**src/rtl/fetch_pkg.sv**
```systemverilog
// Shared types and helpers for the instruction fetch unit.
// Latency: n/a (package only).
// Backpressure: n/a (package only).
package fetch_pkg;

    // Fetch FSM states
    typedef enum logic [2:0] {
        IDLE  = 3'd0,
        REQ   = 3'd1,
        WAIT  = 3'd2,
        HOLD  = 3'd3,
        DRAIN = 3'd4
    } fetch_state_t;

    localparam int unsigned PC_STEP_DEFAULT  = 4;
    localparam logic [31:0] RESET_PC_DEFAULT = 32'h0000_0000;

    // Instructions are word aligned: drop the two byte-offset bits of a target.
    // Taken 64 bits wide so any WIDTH up to 64 can share it.
    function automatic logic [63:0] align_word(input logic [63:0] target);
        return {target[63:2], 2'b00};
    endfunction

endpackage

```
**src/rtl/pc_next_sel.sv**
```systemverilog
// Next-PC selection: jump > taken branch > sequential advance > hold, plus the +STEP adder.
// Latency: purely combinational.
// Backpressure: none; advance_i is only raised when decode accepts the held instruction.
module pc_next_sel
    import fetch_pkg::*;
#(
    parameter int unsigned WIDTH = 32,
    parameter int unsigned STEP  = PC_STEP_DEFAULT
) (
    input  logic [WIDTH-1:0] pc_i,
    input  logic             jump_i,
    input  logic [WIDTH-1:0] jump_target_i,
    input  logic             branch_taken_i,
    input  logic [WIDTH-1:0] branch_target_i,
    input  logic             advance_i,
    output logic [WIDTH-1:0] next_pc_o,
    output logic [WIDTH-1:0] pc_plus4_o
);

    // Wraps modulo 2^WIDTH by construction of the sum width.
    assign pc_plus4_o = pc_i + WIDTH'(STEP);

    always_comb begin
        next_pc_o = pc_i;
        if (jump_i) begin
            next_pc_o = WIDTH'(align_word(64'(jump_target_i)));
        end else if (branch_taken_i) begin
            next_pc_o = WIDTH'(align_word(64'(branch_target_i)));
        end else if (advance_i) begin
            next_pc_o = pc_plus4_o;
        end
    end

endmodule

```
**src/rtl/instr_fetch_unit.sv**
```systemverilog
// Instruction fetch: owns the PC, issues one imem read at a time, hands the word to decode.
// Latency: 3 cycles minimum req-to-req (REQ, WAIT with rvalid, HOLD with ready); instr_valid 2 cycles after req.
// Backpressure: decode_ready low in HOLD freezes all outputs; redirects discard in-flight responses via DRAIN.
module instr_fetch_unit
    import fetch_pkg::*;
#(
    parameter int unsigned      WIDTH    = 32,
    parameter logic [WIDTH-1:0] RESET_PC = WIDTH'(RESET_PC_DEFAULT),
    parameter int unsigned      PC_STEP  = PC_STEP_DEFAULT
) (
    input  logic             clk,
    input  logic             rst_n,
    input  logic             jump,
    input  logic [WIDTH-1:0] jump_target,
    input  logic             branch_taken,
    input  logic [WIDTH-1:0] branch_target,
    output logic             imem_req,
    output logic [WIDTH-1:0] imem_addr,
    input  logic             imem_rvalid,
    input  logic [WIDTH-1:0] imem_rdata,
    output logic             instr_valid,
    output logic [WIDTH-1:0] instr_out,
    output logic [WIDTH-1:0] pc_out,
    output logic [WIDTH-1:0] pc_plus4_out,
    input  logic             decode_ready
);

    fetch_state_t     state_q, state_d;
    logic [WIDTH-1:0] pc_q, pc_d;
    logic [WIDTH-1:0] instr_q, instr_d;
    logic [WIDTH-1:0] pc_plus4;
    logic             redirect;
    logic             advance;

    assign redirect = jump | branch_taken;
    // The PC only steps when decode takes the held word and no redirect overrides it.
    assign advance  = (state_q == HOLD) && decode_ready;

    // Redirects update the PC in every state, so pc_d is taken unconditionally.
    pc_next_sel #(
        .WIDTH (WIDTH),
        .STEP  (PC_STEP)
    ) u_pc_next_sel (
        .pc_i            (pc_q),
        .jump_i          (jump),
        .jump_target_i   (jump_target),
        .branch_taken_i  (branch_taken),
        .branch_target_i (branch_target),
        .advance_i       (advance),
        .next_pc_o       (pc_d),
        .pc_plus4_o      (pc_plus4)
    );

    always_comb begin
        state_d = state_q;
        instr_d = instr_q;
        case (state_q)
            IDLE: state_d = REQ;
            // Request already left this cycle; a redirect must drain its response.
            REQ:  state_d = redirect ? DRAIN : WAIT;
            WAIT: begin
                if (redirect) begin
                    // A response landing with the redirect is stale and is dropped.
                    state_d = imem_rvalid ? REQ : DRAIN;
                end else if (imem_rvalid) begin
                    state_d = HOLD;
                    instr_d = imem_rdata;
                end
            end
            HOLD: begin
                if (redirect || decode_ready) begin
                    state_d = REQ;
                end
            end
            // The stale response retires the only outstanding request; a redirect
            // arriving with it has already moved pc, so refetch straight away.
            DRAIN: begin
                if (imem_rvalid) begin
                    state_d = REQ;
                end
            end
            default: state_d = IDLE;
        endcase
    end

    always_ff @(posedge clk or negedge rst_n) begin
        if (!rst_n) begin
            state_q <= IDLE;
            pc_q    <= RESET_PC;
            instr_q <= '0;
        end else begin
            state_q <= state_d;
            pc_q    <= pc_d;
            instr_q <= instr_d;
        end
    end

    assign imem_req     = (state_q == REQ);
    assign imem_addr    = pc_q;
    assign instr_valid  = (state_q == HOLD);
    assign instr_out    = instr_q;
    assign pc_out       = pc_q;
    assign pc_plus4_out = pc_plus4;

endmodule

```
**config.mk**
```make
export PLATFORM = sky130hd
export DESIGN_NAME = instr_fetch_unit
export DESIGN_NICKNAME = d
export VERILOG_FILES = /design/src/rtl/fetch_pkg.sv /design/src/rtl/pc_next_sel.sv /design/src/rtl/instr_fetch_unit.sv
export SDC_FILE = /design/constraint.sdc
export NUM_CORES = 1
export LEC_CHECK = 0
export ABC_AREA = 1
export CORE_UTILIZATION = 37
export DETAILED_ROUTE_END_ITERATION = 16
export PLACE_DENSITY = 0.78
export SKIP_CTS_REPAIR_TIMING = 1
export SYNTH_ARGS = -nofsm -noshare
export SYNTH_HDL_FRONTEND = slang
export SYNTH_SLANG_ARGS = --single-unit
```
**constraint.sdc**
```tcl
create_clock -name clk -period 1.6 [get_ports clk]
set_clock_uncertainty 0.2 [all_clocks]
set_input_delay 0.32 -clock clk [delete_from_list [all_inputs] [get_ports clk]]
set_output_delay 0.32 -clock clk [all_outputs]
set_load 0.005 [all_outputs]
```
==> results.sh <==
export IMPL_crit_slowest_cell="dfrtp_1"
export IMPL_drc=0
export IMPL_wl_per_cell_um=19.24
export IMPL_ir_worst_vdd_mv=1.122
export IMPL_violations="setup timing"
export IMPL_hold_class="in2async"
export IMPL_globalRouteMet1Util_pct=26.75
export IMPL_die_h_um=112.9
export IMPL_place_ws_ps=-715.0
export IMPL_syn_mean_instance_area_um2=7.889
export IMPL_die_area_um2=12750
export IMPL_rsz0062_at_grt="true"
export IMPL_cp_top_family="simple AND/OR/NAND/NOR gates"
export IMPL_grt_pass1_wl_mm=24.93
export IMPL_min_period_over_period_pct=157.6
export IMPL_yosys_warnings=0
export IMPL_grt_max_degree=41
export IMPL_hpwl_mm=12.30
export IMPL_start_util_pct=37.90
export IMPL_ff2ff_setup_slack_ps=-480
export IMPL_first_iter_violations=424
export IMPL_core_um2=12010
export IMPL_routed_wl_mm=20.72
export IMPL_slew_viol_final=0
export IMPL_fmax_ghz=0.3965
export IMPL_setup_violations=124
export IMPL_crit_chain="buf_6 -> nand2_2 -> nor2_4 -> nand2_4 -> buf_6 -> nor2_4 -> buf_6 -> nand2_2 -> nand2_2 -> nand2_1 -> buf_2"
export IMPL_maxCapViolCount=0
export IMPL_viasPerCell=5.356
export IMPL_rr_startpoint="imem_addr[3]$_DFFE_PN0P_"
export IMPL_rows=40
export IMPL_h_tree_depth=3
export IMPL_worstPathRequired_ps=1080
export IMPL_leakagePower_uw=0.004960
export IMPL_grtUsageMet2_pct=46.34
export IMPL_fillCellCount=756
export IMPL_synth_area_um2=4552
export IMPL_cp_end_kind="primary output"
export IMPL_ys_ff_latch=65
export IMPL_ys_seq_area_share_pct=35.73
export IMPL_n_antenna_cell=0
export IMPL_clock_latency_ps=350
export IMPL_cp_max_fo=5
export IMPL_use_met3_pct=7.606
export IMPL_root_buffer="clkbuf_16"
export IMPL_clock_sinks=65
export IMPL_postLayoutCoreUtil_pct=75.68
export IMPL_vias=5768
export IMPL_cts_tree="done"
export IMPL_overflow=0
export IMPL_hold_viol_final=0
export IMPL_r2r_cells=13
export IMPL_nets=1028
export IMPL_io_buffers=221
export IMPL_layout_drive_gt1_share_pct=47.42
export IMPL_antenna_left=0
export IMPL_final_cell_mix="clkdlybuf4s50_1 (97), buf_6 (91), nor2_1 (87)"
export IMPL_io_pins=232
export IMPL_die_w_um=112.9
export IMPL_setup_ws_ps=-921.8
export IMPL_path_buf_inv=4
export IMPL_holdWs_ps=252.4
export IMPL_power_per_cell_area_nw_per_um2=981.7
export IMPL_syn_inst=577
export IMPL_status="finished with violations"
export IMPL_reg2reg_to="imem_addr[30]$_DFFE_PN0P_"
export IMPL_clkSlewWorstSetupHoldPaths_ps=60
export IMPL_antenna_found_initial=0
export IMPL_slowest_delay_ps=380
export IMPL_gp_congestion=0.9383
export IMPL_area_growth_pct=99.70
export IMPL_start_kind="flip-flop"
export IMPL_crit_arrival_ps=2000
export IMPL_clk_path_buf_depth=2
export IMPL_drt_pre_antenna_iters=5
export IMPL_cts_buffers=9
export IMPL_path_class="reg2out"
export IMPL_grt_pass1_vias=5180
export IMPL_layout_commonest_cell="clkdlybuf4s50_1"
export IMPL_min_period_ps=2522
export IMPL_top_usage_layer="met2"
export IMPL_grtUsageTotal_pct=25.08
export IMPL_finalSetupTns_ps=-37780
export IMPL_synth_cell_types=40
[power by group]
group	leakage, uW	switching (uW)	total, uW	internal [uW]
combinational	0.00400	1840	4390	2550
sequential	0.000807	332	2430	2100
clock	0.000148	801	2100	1300
[sequential cells by signal, summed over array words and instances (netlist names)]
signal and cells:
state_q 3, instr_out 32, imem_addr 30
[kinds of logic after synthesis]
group	share of synthesized area (%)
AOI/OAI and AO/OA	12.89
muxes	8.906
DFF	35.73
other	0.08238
and+or+nand+nor	28.12
buffers and inverters	12.64
xor gates and xnor gates	1.347
adders and majority gates	0.2748
[layout make-up]
type	count	area, um2	share of cell area [%]
sequential	65	1633	17.96
clock buffer	11	252.7	2.780
multi-input combinational	416	2918	32.10
clock inverter	5	62.56	0.6882
inverter	45	183.9	2.023
timing repair buffer	387	3847	42.33
tap	147	183.9	2.023
timing repair inverter	1	8.758	0.09635
[per-layer routing]
metal,wire [um],vias up
met5,0,-
met4,1323,0
met3,1670,118
met2,10630,357
met1,7102,2776
li1,-,2517
[worst max path at each step]
stage | startpoint | cells after the start | to | slack (ps)
floorplan | imem_addr[2]$_DFFE_PN0P_ | 8 | pc_plus4_out[22] | -160
global placement | imem_addr[2]$_DFFE_PN0P_ | 8 | pc_plus4_out[24] | -650
detailed placement | imem_addr[3]$_DFFE_PN0P_ | 7 | pc_plus4_out[17] | -720
CTS | imem_addr[3]$_DFFE_PN0P_ | 7 | pc_plus4_out[17] | -1090
global route | imem_addr[7]$_DFFE_PN0P_ | 10 | pc_plus4_out[29] | -1010
finish | imem_addr[3]$_DFFE_PN0P_ | 11 | pc_plus4_out[29] | -920
[Yosys cell counts, drive strengths merged]
library cell,count,share of area (%)
o21a,1,0.16
a21oi,46,6.7
nand4,1,0.14
clkbuf,5,0.41
o21ai,20,2.2
buf,51,8.5
o211ai,2,0.33
inv,44,3.7
clkinv,1,0.082
dfrtp,65,36
a21o,3,0.49
mux2,32,8.9
nand3,36,4.5
a221o,1,0.22
nor2,112,11
a22oi,9,2.5
xor2,6,1.2
a31oi,1,0.14
nor3,4,0.93
ha,1,0.27
o31ai,1,0.16
xnor2,1,0.19
nand2,131,12
nand3b,2,0.33
conb,1,0.082
[metrics by stage]
| stage | cells | area (um2) | power [uW] |
|---|---|---|---|
| 2_1_floorplan | 582 | 4584 | 3856 |
| 3_3_place_gp | 985 | 7337 | 5974 |
| 3_5_place_dp | 985 | 7337 | 6108 |
| 4_1_cts | 1001 | 7652 | 8228 |
| 5_1_grt | 1077 | 9090 | 9325 |
| 6_report | 1077 | 9090 | 8924 |
[worst reg2reg max path, delay by kind of cell (launching register included)]
family / cells / cell delay (ps)
adders and majority gates: 1 / 200
DFF: 1 / 380
and+or+nand+nor: 8 / 770
AOI/OAI and AO/OA: 1 / 50
buffers and inverters: 3 / 370
(Power assumes the default switching activity.)
